**src/rtl/kernel_ctrl_pkg.sv**
```systemverilog
// Shared types for the kernel control sequencer: FSM state encoding and
// control-protocol mode encodings.
package kernel_ctrl_pkg;

   typedef enum logic [1:0] {
      IDLE  = 2'd0,
      START = 2'd1,
      RUN   = 2'd2,
      DONE  = 2'd3
   } state_t;

   localparam int CTRL_HS    = 0;
   localparam int CTRL_CHAIN = 1;

endpackage

```
**src/rtl/kernel_ctrl_done_collector.sv**
```systemverilog
// Accumulates per-channel done pulses for the current run and reports when
// every enabled channel has finished.
module kernel_ctrl_done_collector #(
   parameter int C_NUM_CHANNELS = 4
) (
   input  logic                      ap_clk,
   input  logic                      areset,
   input  logic                      clear,
   input  logic                      update,
   input  logic [C_NUM_CHANNELS-1:0] mask,
   input  logic [C_NUM_CHANNELS-1:0] ch_done,
   output logic                      all_done
);

   logic [C_NUM_CHANNELS-1:0] done_r;

   always_ff @(posedge ap_clk) begin
      if (areset || clear) begin
         done_r <= '0;
      end else if (update) begin
         done_r <= done_r | (ch_done & mask);
      end
   end

   // Includes this cycle's pulses so the last done moves to DONE on its own edge.
   assign all_done = (((done_r | ch_done) & mask) == mask);

endmodule

```
**src/rtl/kernel_ctrl_chain.sv**
```systemverilog
// Kernel control sequencer: host ap_start/ap_continue handshake, per-channel
// start fan-out, done collection and run-length measurement.
module kernel_ctrl_chain
   import kernel_ctrl_pkg::*;
#(
   parameter int C_NUM_CHANNELS            = 4,
   parameter int C_XFER_SIZE_WIDTH         = 32,
   parameter int C_DEFAULT_LENGTH_IN_BYTES = 16384,
   parameter int C_CTRL_CHAIN              = 0,
   parameter int C_CYCLE_CNT_WIDTH         = 32
) (
   input  logic                         ap_clk,
   input  logic                         areset,
   input  logic                         ap_start,
   input  logic                         ap_continue,
   output logic                         ap_idle,
   output logic                         ap_done,
   output logic                         ap_ready,
   input  logic [C_XFER_SIZE_WIDTH-1:0] ctrl_xfer_size_in_bytes,
   input  logic [C_NUM_CHANNELS-1:0]    ctrl_ch_enable,
   output logic [C_XFER_SIZE_WIDTH-1:0] ch_xfer_size_in_bytes,
   output logic [C_NUM_CHANNELS-1:0]    ch_start,
   input  logic [C_NUM_CHANNELS-1:0]    ch_done,
   output logic [C_CYCLE_CNT_WIDTH-1:0] last_run_cycles,
   output logic [1:0]                   dbg_state
);

   localparam logic [C_XFER_SIZE_WIDTH-1:0] DEFAULT_SIZE =
      C_XFER_SIZE_WIDTH'(C_DEFAULT_LENGTH_IN_BYTES);
   localparam bit IS_CHAIN = (C_CTRL_CHAIN == CTRL_CHAIN);

   state_t                         state_q;
   state_t                         state_d;
   logic [C_NUM_CHANNELS-1:0]      mask_r;
   logic [C_XFER_SIZE_WIDTH-1:0]   size_r;
   logic [C_CYCLE_CNT_WIDTH-1:0]   cnt_r;
   logic [C_CYCLE_CNT_WIDTH-1:0]   cnt_inc;
   logic [C_CYCLE_CNT_WIDTH-1:0]   last_r;
   logic                           start_edge;
   logic                           all_done;

   assign start_edge = (state_q == IDLE) && ap_start;
   assign cnt_inc    = (&cnt_r) ? cnt_r : cnt_r + C_CYCLE_CNT_WIDTH'(1);

   kernel_ctrl_done_collector #(
      .C_NUM_CHANNELS(C_NUM_CHANNELS)
   ) u_done_collector (
      .ap_clk   (ap_clk),
      .areset   (areset),
      .clear    (start_edge),
      .update   (state_q == RUN),
      .mask     (mask_r),
      .ch_done  (ch_done),
      .all_done (all_done)
   );

   // START decides on mask_r alone so a stray ch_done in that cycle cannot end the run.
   always_comb begin
      state_d = state_q;
      case (state_q)
         IDLE:  if (ap_start) state_d = START;
         START: state_d = (mask_r == '0) ? DONE : RUN;
         RUN:   if (all_done) state_d = DONE;
         DONE:  if (!IS_CHAIN || ap_continue) state_d = IDLE;
         default: state_d = IDLE;
      endcase
   end

   always_ff @(posedge ap_clk) begin
      if (areset) begin
         state_q <= IDLE;
         mask_r  <= '0;
         size_r  <= DEFAULT_SIZE;
         cnt_r   <= '0;
         last_r  <= '0;
      end else begin
         state_q <= state_d;
         if (start_edge) begin
            mask_r <= ctrl_ch_enable;
            size_r <= (ctrl_xfer_size_in_bytes == '0) ? DEFAULT_SIZE : ctrl_xfer_size_in_bytes;
            cnt_r  <= '0;
         end else if (state_q == START || state_q == RUN) begin
            cnt_r <= cnt_inc;
         end
         if (state_q != DONE && state_d == DONE) begin
            last_r <= cnt_inc;
         end
      end
   end

   // Handshake: ap_start is a level sampled only in IDLE; ap_done is high for
   // every DONE cycle (one in hs mode, until ap_continue in chain mode);
   // ap_ready mirrors ap_done in hs mode and pulses in START in chain mode.
   assign ap_idle               = (state_q == IDLE);
   assign ap_done               = (state_q == DONE);
   assign ap_ready              = IS_CHAIN ? (state_q == START) : (state_q == DONE);
   assign ch_start              = (state_q == START) ? mask_r : '0;
   assign ch_xfer_size_in_bytes = size_r;
   assign last_run_cycles       = last_r;
   assign dbg_state             = state_q;

endmodule

```
**config.mk**
```make
export PLATFORM = sky130hd
export DESIGN_NAME = kernel_ctrl_chain
export DESIGN_NICKNAME = d
export VERILOG_FILES = /design/src/rtl/kernel_ctrl_pkg.sv /design/src/rtl/kernel_ctrl_done_collector.sv /design/src/rtl/kernel_ctrl_chain.sv
export SDC_FILE = /design/constraint.sdc
export NUM_CORES = 1
export LEC_CHECK = 0
export BUFFER_PORTS_ARGS = -buffer_cell sky130_fd_sc_hd__buf_2
export CAP_MARGIN = 20
export CORE_UTILIZATION = 48
export CTS_BUF_LIST = sky130_fd_sc_hd__clkbuf_8 sky130_fd_sc_hd__clkbuf_16
export DETAILED_ROUTE_END_ITERATION = 6
export PLACE_DENSITY_LB_ADDON = 0.05
export RECOVER_POWER = 50
export SYNTH_ARGS = -nofsm -noshare
export SYNTH_HDL_FRONTEND = slang
export SYNTH_SLANG_ARGS = --single-unit
export TNS_END_PERCENT = 10
```
**constraint.sdc**
```tcl
create_clock -name ap_clk -period 2 [get_ports ap_clk]
set_input_delay 0.2 -clock ap_clk [delete_from_list [all_inputs] [get_ports ap_clk]]
set_output_delay 0.2 -clock ap_clk [all_outputs]
set_load 0.005 [all_outputs]
```
==> run_results.csv <==
group,metric,value,unit
power,power,6.848,mW
yosys,synth-edff-count,0,
setup_path,critPathRequiredTime,2.30,ns
clocking,clk_pin_slew,0.11,ns
yosys,seq_area_frac_synth,44.94,%
yosys,synth_top_area_cell,"dfxtp_1",
routing,wl_met3,561,µm
power,power_frac_seq,42.3,%
floorplanning,fp.dieArea,10240,µm²
routing,drt-met1-wl,4981,µm
grt,grt_max_degree,60,
grt,grt_first_pass_wirelength,18110,µm
power,powerDensity,1135,nW/µm²
placement,dp_hpwl,8150,µm
clocking,cts_max_level,3,
power,power.switching,2.571,mW
clocking,clock_latency,0.37,ns
sta,hold_ws,0.02530,ns
setup_path,path_class,"reg -> reg",
hold_path,hold_class,"in -> reg",
routing,top_layer,"met4",
routing,avgRoutedWirePerCell,14.42,µm
sta,setup_viol,0,
routing,drc,0,
sta,fin_crit_sh,98.25,%
floorplanning,ios,117,
power,peakVddDrop,0.6441,mV
yosys,synthArstFlopShare,0,%
finish,diodes,0,
setup_path,cp_top_family,"simple AND/OR/NAND/NOR gates",
sta,max_freq,508.9,MHz
yosys,synthDistinctLibCells,52,
sta,tightestPinTransition,0.4292,ns
grt,grt_pass1_vias,4018,
routing,vias,4318,
floorplanning,coreArea,9371,µm²
finish,layout.nets,713,
placement,port_buffers,115,
floorplanning,dieWidth,101.2,µm
routing,drtIter0Drc,81,
routing,ant_nets,0,
sta,layout_min_cycle_time,1.965,ns
setup_path,slowest_delay,0.37,ns
power,pwr-share-comb,39.2,%
sta,max_slew_margin,71.38,%
grt,antenna_found_initial,0,
setup_path,worstPathCellList,"nor4_2 > a21o_1 > a211oi_2 > nor3_2 > buf_4 > buf_8 > nor2_1 > a211oi_2",
clocking,numCtsBuffers,9,
sta,drv_slew,0,
yosys,yosysWarnings,0,
clocking,cts_tree,"yes",
finish,drive_gt1_share,32.49,%
routing,firstDrtPassIters,4,
floorplanning,rows,35,
yosys,synth_area_per_cell,9.187,µm²
setup_path,crit_arrival,2.26,ns
sta,rsz0062_at_grt,"true",
power,internal_power,4.276,mW
setup_path,critPathBufInv,2,
clocking,clock_path_buffers,2,
floorplanning,die_h,101.2,µm
routing,viasPerCell,5.418,
finish,syn_to_final_growth,27.74,%
yosys,synth-seq-cells,106,
yosys,syn-instance-count,514,
yosys,synthDominantCellAreaShare,44.94,%
yosys,yosys-top-cells-area,"dfxtp_1, xor2_1, a22o_1, nor2_1, a211oi_1",
setup_path,slowest_stage,"dfxtp_1",
grt,grt_usage,22.46,%
routing,met2_length,5736,µm
sta,final-hold-violation-count,0,
setup_path,start_kind,"flip-flop",
routing,wl,11490,µm
yosys,synth_top_flop_cell,"dfxtp_1",
setup_path,cp_max_fo,29,
setup_path,critPathCaptureType,"flip-flop",
run,cap_viol_max_count,0,
power,clkPwrFrac,18.6,%
setup_path,r2r_slack,0.03,ns
yosys,synth_area,4722,µm²
sta,fin_worst_skew,0.01702,ns
clocking,cts-root-buf,"clkbuf_8",
placement,gp_congestion,0.8448,
run_status,status,"complete, no violations",
clocking,cts.sinks,106,
grt,grt_overflow,0,
setup_path,cpMostUsedCell,"a211oi_2",
yosys,synth_fp_nets,563,
power,switching_share,37.55,%
floorplanning,start_util,50.39,%
power,leakagePower,2.458,nW
repair_timing:
item,CTS,global route
hold endpoints to repair,0,0
gates resized for setup,2,34
endpoints found under the setup margin,11,44
pin swaps,2,12
hold buffers,0,0
cloned,0,1
setup buffers,1,4
final timing paths:
check | start | endpoint | depth (start not counted)
min reg2reg | u_done_collector.done_r[0] | u_done_collector.done_r[0] | 2
min | ctrl_ch_enable[3] | mask_r[3] | 2
max | mask_r[3] | last_run_cycles[31] | 8
max reg2reg | mask_r[3] | last_run_cycles[31] | 8
sequential cells by signal, summed over array words and instances (netlist names):
register                 flops
ch_xfer_size_in_bytes       32
cnt_r                       32
dbg_state                    2
last_run_cycles             32
mask_r                       4
u_done_collector.done_r      4
layer usage:
metal	global-route usage, %	up-vias
met5	0	-
met4	7.804	0
met3	6.211	19
met2	39.30	119
met1	26.44	2036
li1	-	2144
cells by family (layout without fill, tap and decap cells):
logic type,count (synthesis),count (layout),share of synthesized area [%]
adders and majority gates,5,5,1.325
xor gates and xnor gates,47,47,8.718
and+or+nand+nor,213,213,24.11
DFF,106,106,44.94
buffers and inverters,42,196,4.531
AOI/OAI and AO/OA,101,101,16.38
cells in the mapped netlist (2+ instances only):
| cell | instances |
|---|---|
| a211oi_1 | 24 |
| a21oi_1 | 12 |
| a22o_1 | 35 |
| a311oi_1 | 4 |
| a31oi_1 | 4 |
| and2_1 | 6 |
| and3_1 | 5 |
| buf_2 | 4 |
| buf_4 | 2 |
| buf_6 | 3 |
| clkbuf_1 | 24 |
| clkbuf_8 | 2 |
| dfxtp_1 | 106 |
| ha_1 | 5 |
| inv_1 | 5 |
| nand2_1 | 30 |
| nand3_1 | 27 |
| nand3_2 | 2 |
| nand4_1 | 23 |
| nor2_1 | 71 |
| nor2b_1 | 3 |
| nor3_1 | 7 |
| nor3_4 | 2 |
| nor4_1 | 11 |
| nor4_4 | 2 |
| o211ai_1 | 4 |
| o21ai_0 | 9 |
| or2_2 | 4 |
| or3_1 | 9 |
| or4_1 | 2 |
| xnor2_1 | 8 |
| xor2_1 | 39 |
placed cells by master, fill, tap and decap left out, types with 4 or more instances in the layout:
| master | instances |
|---|---|
| clkbuf_8 | 9 |
| and3_1 | 4 |
| nand4_1 | 23 |
| nor2_1 | 70 |
| o21ai_0 | 9 |
| inv_1 | 5 |
| clkbuf_1 | 25 |
| dfxtp_2 | 14 |
| a31oi_1 | 4 |
| a22o_1 | 35 |
| a21oi_1 | 11 |
| buf_4 | 55 |
| buf_2 | 90 |
| xnor2_1 | 8 |
| nor3_1 | 5 |
| nand2_1 | 29 |
| a211oi_1 | 21 |
| a211oi_2 | 4 |
| o211ai_1 | 4 |
| xor2_1 | 39 |
| nand3_1 | 26 |
| or3_1 | 9 |
| nor4_1 | 10 |
| or2_2 | 4 |
| and2_1 | 6 |
| dfxtp_1 | 90 |
area by class of cell:
type | instances | area [µm²]
clock buffers | 9 | 123.9
clock inverters | 6 | 57.56
fillers | 839 | 3339
inverters | 5 | 18.77
multi-input cells | 366 | 2464
flip-flops and latches | 106 | 2147
well taps | 129 | 161.4
repair buffers | 176 | 1060
worst reg2reg max path, stage by stage, from the launching register on:
cell      delay (ns)
dfxtp_1         0.37
nor4_2          0.28
a21o_1          0.21
a211oi_2        0.07
nor3_2          0.28
buf_4           0.19
buf_8           0.23
nor2_1          0.08
a211oi_2        0.19
power groups by stage:
stage	combinational [mW]	sequential [mW]	clock (mW)
4_1_cts	2.51	2.88	1.31
3_5_place_dp	2.51	2.92	0
5_1_grt	2.97	2.95	1.40
6_report	2.68	2.89	1.27
2_1_floorplan	1.43	2.97	0
3_3_place_gp	2.46	2.90	0
through the flow:
step / utilization [%] / setup WS [ns] / setup TNS [ns] / cell area (µm²) / instances
2_1_floorplan: - / 0.002666 / 0 / 4722 / 514
3_3_place_gp: 61.09 / 0.02923 / 0 / 5725 / 776
3_5_place_dp: 61.09 / -0.01510 / -0.02502 / 5725 / 776
4_1_cts: 63.18 / -0.0003966 / -0.0003966 / 5921 / 792
5_1_grt: 64.37 / -0.08145 / -0.4546 / 6032 / 797
6_report: 64.37 / 0.03500 / 0 / 6032 / 797
(Power assumes the default switching activity.)
